### src/rtl/alu_scheduler_pkg.sv
// Opcode constants, FSM states and strobe bundle for the
// simplex8 ALU scheduler, shared with control path and harness.
package alu_scheduler_pkg;

   localparam int OP_W = 3;

   localparam logic [OP_W-1:0] OP_ADD   = 3'd0;
   localparam logic [OP_W-1:0] OP_SUB   = 3'd1;
   localparam logic [OP_W-1:0] OP_SHIFT = 3'd2;
   localparam logic [OP_W-1:0] OP_OR    = 3'd3;
   localparam logic [OP_W-1:0] OP_AND   = 3'd4;

   typedef enum logic [1:0] {
      ST_IDLE,
      ST_EXEC,
      ST_SETTLE,
      ST_RESP
   } state_e;

   typedef struct packed {
      logic add_s;
      logic sub_s;
      logic shift_s;
      logic or_s;
      logic and_s;
   } strobe_t;

endpackage

### src/rtl/alu_scheduler_rr_arb2.sv
// Two-way round-robin arbiter: one-hot grant from valids,
// pointer moves to the non-granted port on each accept.
module rr_arb2 (
   input  logic       clk,
   input  logic       rst_n,
   input  logic [1:0] valid,
   input  logic       accept,
   output logic [1:0] grant
);

   logic ptr;

   always_comb begin
      grant = 2'b00;
      case (valid)
         2'b01:   grant = 2'b01;
         2'b10:   grant = 2'b10;
         2'b11:   grant = ptr ? 2'b10 : 2'b01;
         default: grant = 2'b00;
      endcase
   end

   // ptr = 0 favours A, 1 favours B
   always_ff @(posedge clk) begin
      if (!rst_n)
         ptr <= 1'b0;
      else if (accept)
         ptr <= grant[0];
   end

endmodule

### src/rtl/alu_scheduler.sv
// Sequences the shared 8-bit ALU and arbitrates it between
// requester A (CPU) and B (debug front end).
module alu_scheduler
   import alu_scheduler_pkg::*;
#(
   parameter int FLAG_W = 4
) (
   input  logic              CLK,
   input  logic              RST_N,
   input  logic              a_req_valid,
   output logic              a_req_ready,
   input  logic [2:0]        a_req_op,
   input  logic [7:0]        a_req_acc,
   input  logic [7:0]        a_req_reg,
   input  logic              a_req_setflags,
   input  logic              b_req_valid,
   output logic              b_req_ready,
   input  logic [2:0]        b_req_op,
   input  logic [7:0]        b_req_acc,
   input  logic [7:0]        b_req_reg,
   input  logic              b_req_setflags,
   output logic              a_rsp_valid,
   input  logic              a_rsp_ready,
   output logic              b_rsp_valid,
   input  logic              b_rsp_ready,
   output logic [7:0]        rsp_result,
   output logic [FLAG_W-1:0] rsp_flags,
   output logic              rsp_err,
   output logic              alu_add,
   output logic              alu_sub,
   output logic              alu_shift,
   output logic              alu_or,
   output logic              alu_and,
   output logic              alu_setflags,
   output logic [7:0]        alu_acc,
   output logic [7:0]        alu_reg,
   input  logic [7:0]        alu_result,
   input  logic [FLAG_W-1:0] alu_flags
);

   function automatic strobe_t decode_op(
      input logic [OP_W-1:0] op
   );
      strobe_t s;
      s = '0;
      case (op)
         OP_ADD:   s.add_s   = 1'b1;
         OP_SUB:   s.sub_s   = 1'b1;
         OP_SHIFT: s.shift_s = 1'b1;
         OP_OR:    s.or_s    = 1'b1;
         OP_AND:   s.and_s   = 1'b1;
         default:  s = '0;
      endcase
      return s;
   endfunction

   state_e          state;
   strobe_t         stb;
   logic            owner;
   logic            err_q;
   logic [1:0]      grant;
   logic            accept;
   logic            sel_b;
   logic [OP_W-1:0] sel_op;
   logic [7:0]      sel_acc;
   logic [7:0]      sel_reg;
   logic            sel_sf;
   strobe_t         sel_stb;
   logic            sel_legal;
   logic            own_ready;

   rr_arb2 u_arb (
      .clk    (CLK),
      .rst_n  (RST_N),
      .valid  ({b_req_valid, a_req_valid}),
      .accept (accept),
      .grant  (grant)
   );

   // ready is held low while reset is asserted
   assign a_req_ready = RST_N && (state == ST_IDLE)
                        && grant[0];
   assign b_req_ready = RST_N && (state == ST_IDLE)
                        && grant[1];
   assign accept = (a_req_valid && a_req_ready)
                   || (b_req_valid && b_req_ready);

   assign sel_b     = grant[1];
   assign sel_op    = sel_b ? b_req_op : a_req_op;
   assign sel_acc   = sel_b ? b_req_acc : a_req_acc;
   assign sel_reg   = sel_b ? b_req_reg : a_req_reg;
   assign sel_sf    = sel_b ? b_req_setflags
                            : a_req_setflags;
   assign sel_stb   = decode_op(sel_op);
   assign sel_legal = |sel_stb;
   assign own_ready = owner ? b_rsp_ready : a_rsp_ready;

   assign alu_add   = stb.add_s;
   assign alu_sub   = stb.sub_s;
   assign alu_shift = stb.shift_s;
   assign alu_or    = stb.or_s;
   assign alu_and   = stb.and_s;

   always_ff @(posedge CLK) begin
      if (!RST_N) begin
         state        <= ST_IDLE;
         stb          <= '0;
         owner        <= 1'b0;
         err_q        <= 1'b0;
         alu_setflags <= 1'b0;
         alu_acc      <= '0;
         alu_reg      <= '0;
         rsp_result   <= '0;
         rsp_flags    <= '0;
         rsp_err      <= 1'b0;
         a_rsp_valid  <= 1'b0;
         b_rsp_valid  <= 1'b0;
      end else begin
         case (state)
            ST_IDLE: begin
               if (accept) begin
                  owner        <= sel_b;
                  alu_acc      <= sel_acc;
                  alu_reg      <= sel_reg;
                  stb          <= sel_stb;
                  alu_setflags <= sel_sf && sel_legal;
                  err_q        <= !sel_legal;
                  state        <= ST_EXEC;
               end
            end
            ST_EXEC: begin
               rsp_result   <= err_q ? 8'h00 : alu_result;
               rsp_err      <= err_q;
               stb          <= '0;
               alu_setflags <= 1'b0;
               state        <= ST_SETTLE;
            end
            ST_SETTLE: begin
               rsp_flags   <= alu_flags;
               a_rsp_valid <= !owner;
               b_rsp_valid <= owner;
               state       <= ST_RESP;
            end
            ST_RESP: begin
               if (own_ready) begin
                  a_rsp_valid <= 1'b0;
                  b_rsp_valid <= 1'b0;
                  state       <= ST_IDLE;
               end
            end
            default: state <= ST_IDLE;
         endcase
      end
   end

endmodule
### config.mk
export PLATFORM = sky130hd
export DESIGN_NAME = alu_scheduler
export DESIGN_NICKNAME = d
export VERILOG_FILES = /design/src/rtl/alu_scheduler_pkg.sv /design/src/rtl/alu_scheduler_rr_arb2.sv /design/src/rtl/alu_scheduler.sv
export SDC_FILE = /design/constraint.sdc
export NUM_CORES = 1
export LEC_CHECK = 0
export ABC_AREA = 0
export BUFFER_PORTS_ARGS = -buffer_cell sky130_fd_sc_hd__buf_2
export CAP_MARGIN = 15
export CORE_ASPECT_RATIO = 1.5
export CORE_MARGIN = 5
export CORE_UTILIZATION = 49
export CTS_CLUSTER_SIZE = 40
export DETAILED_ROUTE_END_ITERATION = 16
export PLACE_DENSITY = 0.88
export SETUP_SLACK_MARGIN = 0.1
export SLEW_MARGIN = 20
export SYNTH_ARGS = -nofsm -noshare
export SYNTH_HDL_FRONTEND = slang
export SYNTH_SLANG_ARGS = --single-unit
### constraint.sdc
create_clock -name CLK -period 3.5 [get_ports CLK]
set_input_delay 0.7 -clock CLK [delete_from_list [all_inputs] [get_ports CLK]]
set_output_delay 0.7 -clock CLK [all_outputs]
set_load 0.1 [all_outputs]
==> summary.md <==
| Metric | Value |
|---|---|
| Cell area after layout | `roughly 2500 µm²` |
| Gr ovfl total | `0` |
| Simple-gate area share of the yosys netlist | `0.134` |
| Largest family of logic cells by synthesized area | `compound AO/OA/AOI/OAI gates` |
| Syn_area_per_cell | `9.60 µm²` |
| Initial antenna violation count | `0` |
| Cell Pwr Density | `about 900 nW/µm²` |
| Final Cycle Share | `0.754` |
| Syn nets | `266` |
| Routed Wire Length | `4.74 mm` |
| Critical Path Start Type | `flip-flop` |
| Skew final | `around 4 ps` |
| CORE AREA | `around 3900 µm²` |
| CTS Sinks | `42` |
| Top_reg_cell synth | `dfxtp_1` |
| Post-DP Area | `approximately 2400 µm²` |
| Synth warnings | `0` |
| Initial Util | `0.501` |
| Inserted Diodes | `0` |
| Maximum clock rate | `roughly 380 MHz` |
| Number of distinct library cells after synthesis | `29` |
| Via-per-instance ratio | `5.17` |
| Full die area | `5360 µm²` |
| Register area share after synthesis | `0.432` |
| Hold path cells | `1` |
| Clock period minus worst slack | `approximately 2600 ps` |
| Finished Layout Cells | `340` |
| Drt pass-1 iters | `4` |
| Setup TNS | `0 ps` |
| Pre-CTS setup slack | `1190 ps` |
| Synth cell count leaders | `nor2_1 (44), dfxtp_1 (42), mux2i_1 (27)` |
| Setup-failing EPs final | `0` |
| # rows | `28` |
| Reg2Reg Depth | `6` |
| Synth top area cells | `dfxtp_1 (43%), mux2i_1 (14%), nor2_1 (8.5%)` |
| # IOs | `97` |
| Worst-path maximum fanout | `8` |
| Num CTS Buffers | `5` |
| Worst hold start | `alu_sub` |
| Post-layout util | `0.643` |
| Critical path endpoint category | `primary output` |
| Yosys top cell area share | `0.432` |
| Slew headroom | `0.549` |
| Most frequent cell after synthesis | `nor2_1` |
| Clk slew on worst S/H paths | `about 80 ps` |
| Area share of fa/ha/maj cells after synthesis | `0.0321` |
| Post-DRT Antenna Nets | `0` |
| # nets final | `~360` |
| Die extent in x | `about 61 µm` |
| Fin. Hold Viols | `0` |
| Max Cap Viol | `0` |
| P&R area growth vs syn | `28.3%` |
| Synth Area in Compound Gates | `0.171` |
| Setup crit start | `state[0]` |
| Status | `finished, final reports clean` |
| Routability congestion estimate | `0.782` |
| Gr usage total | `0.178` |
| CTS tree | `yes` |
| Post-Place Cells | `approximately 330` |
| Root Buffer | `clkbuf_8` |
| # hold bufs at CTS | `0` |
| Vias | `roughly 1800` |
| Setup ws final | `~860 ps` |
| Largest net degree at the start of global routing | `38` |
| Mux cell area share after synthesis | `0.168` |
| Crit path kind | `flip-flop to primary output` |
| Worst reg2reg endpoint | `alu_acc[2]` |
| Crit path DAT | `1940 ps` |
| Worst Hold End | `alu_sub` |
| Post-cts resize count | `0` |
| Post-synth EDFFs | `0` |
| WP data required | `2800 ps` |
| Hold Path Class | `flip-flop to flip-flop` |
| Depth of the CTS H-tree | `2` |
| Max-slew violation count | `0` |
| Post-DP HPWL | `between 3 and 4 mm` |
| PortBufs | `96` |
| Maximum VDD drop | `just over 0.6 mV` |
| Actual transition at the worst max-transition pin | `676 ps` |
| First-pass GRT wire length | `roughly 7.5 mm` |
| Post-CTS setup buffers | `0` |
| Static Leak | `roughly 1.3 nW` |
| Residual DRC | `0` |
| Synth Register Bits | `42` |
| Clk_lat worst skew | `~280 ps` |
| Mapped Cells | `203` |
| # fillers | `360` |
| Drt wl/cell | `14.0 µm` |
| Reg2reg setup slack | `1490 ps` |
| Vias in the first global route | `1762` |
| Unrepaired setup endpoints after global routing | `no` |
| Initial DRC count | `27` |
| Area of the mapped netlist | `1950 µm²` |
| Deepest clock path buffer count | `2` |
| Post-Synth XOR/XNOR Area | `0` |
| Die height | `87.2 µm` |
| Fraction of layout instances using a drive strength above 1 | `0.390` |
| Worst r2r src | `state[0]` |
| Synth async-reset ratio | `0` |
| Synth area leader | `dfxtp_1` |
-- worst max path at each step --
stage | end | slack, ps | cells after the start
after global routing | a_req_ready | 720 | 5
after detailed placement | a_req_ready | 1190 | 5
after global placement | a_req_ready | 1220 | 4
after CTS | a_req_ready | 850 | 5
after floorplan | b_req_ready | 450 | 5
final | a_req_ready | 860 | 5
-- cell families (layout without fill, tap and decap cells) --
| group | Yosys count | after routing |
|---|---|---|
| fa+ha+maj | 5 | 5 |
| buf+inv | 20 | 112 |
| simple gates | 59 | 59 |
| compound gates | 45 | 45 |
| mux | 32 | 32 |
| flops | 42 | 42 |
-- critical path, stage by stage, from the launching register on --
cell and delay [ps]:
dfxtp_1 350, inv_1 120, ha_1 320, nand2_1 200, a211oi_2 200, buf_2 460
-- stage by stage --
step / power, W / hold WS, ps
after floorplan: 0.00176 / 488
final: 0.00225 / 463
after global routing: 0.00237 / 483
after global placement: 0.00193 / 446
after detailed placement: 0.00195 / 448
after CTS: 0.00227 / 467
-- per-layer routing --
layer  wire length, µm  vias to the layer above  track usage
met4                50                        0       0.0637
met3               277                        4       0.0267
li1                  -                      897            -
met1              1830                      804        0.185
met5                 0                        -            0
met2              2590                       53        0.341
-- power breakdown --
group | total [W] | switching (W) | internal, W | leakage [nW]
Combinational | 0.00129 | 0.00101 | 0.000277 | 0.866
Sequential | 0.000651 | 0.0000621 | 0.000589 | 0.344
Clock | 0.000313 | 0.000154 | 0.000159 | 0.0482
Total | 0.00225 | 0.00123 | 0.00103 | 1.26
-- cell type report --
cell class              count  area [µm²]  share of cell area
clock inverters             1        5.00             0.00200
well taps                  45        56.3              0.0225
repair buffers             97         488               0.195
flip-flops and latches     42         841               0.336
inverters                   7        26.3              0.0105
multi-input cells         141         997               0.399
clock buffers               7        86.3              0.0345
-- cells in the final DEF, fill, tap and decap left out, types with 4 or more instances in the layout --
| cell | instances |
|---|---|
| clkbuf_8 | 6 |
| dfxtp_1 | 42 |
| a211oi_1 | 17 |
| mux2_2 | 5 |
| nand2b_1 | 4 |
| nor2_1 | 44 |
| ha_1 | 5 |
| mux2i_1 | 27 |
| a32o_1 | 6 |
| inv_1 | 5 |
| buf_2 | 96 |
| nor2b_1 | 9 |
| a21oi_1 | 10 |
Note: power is estimated with default switching activity, not from simulation.
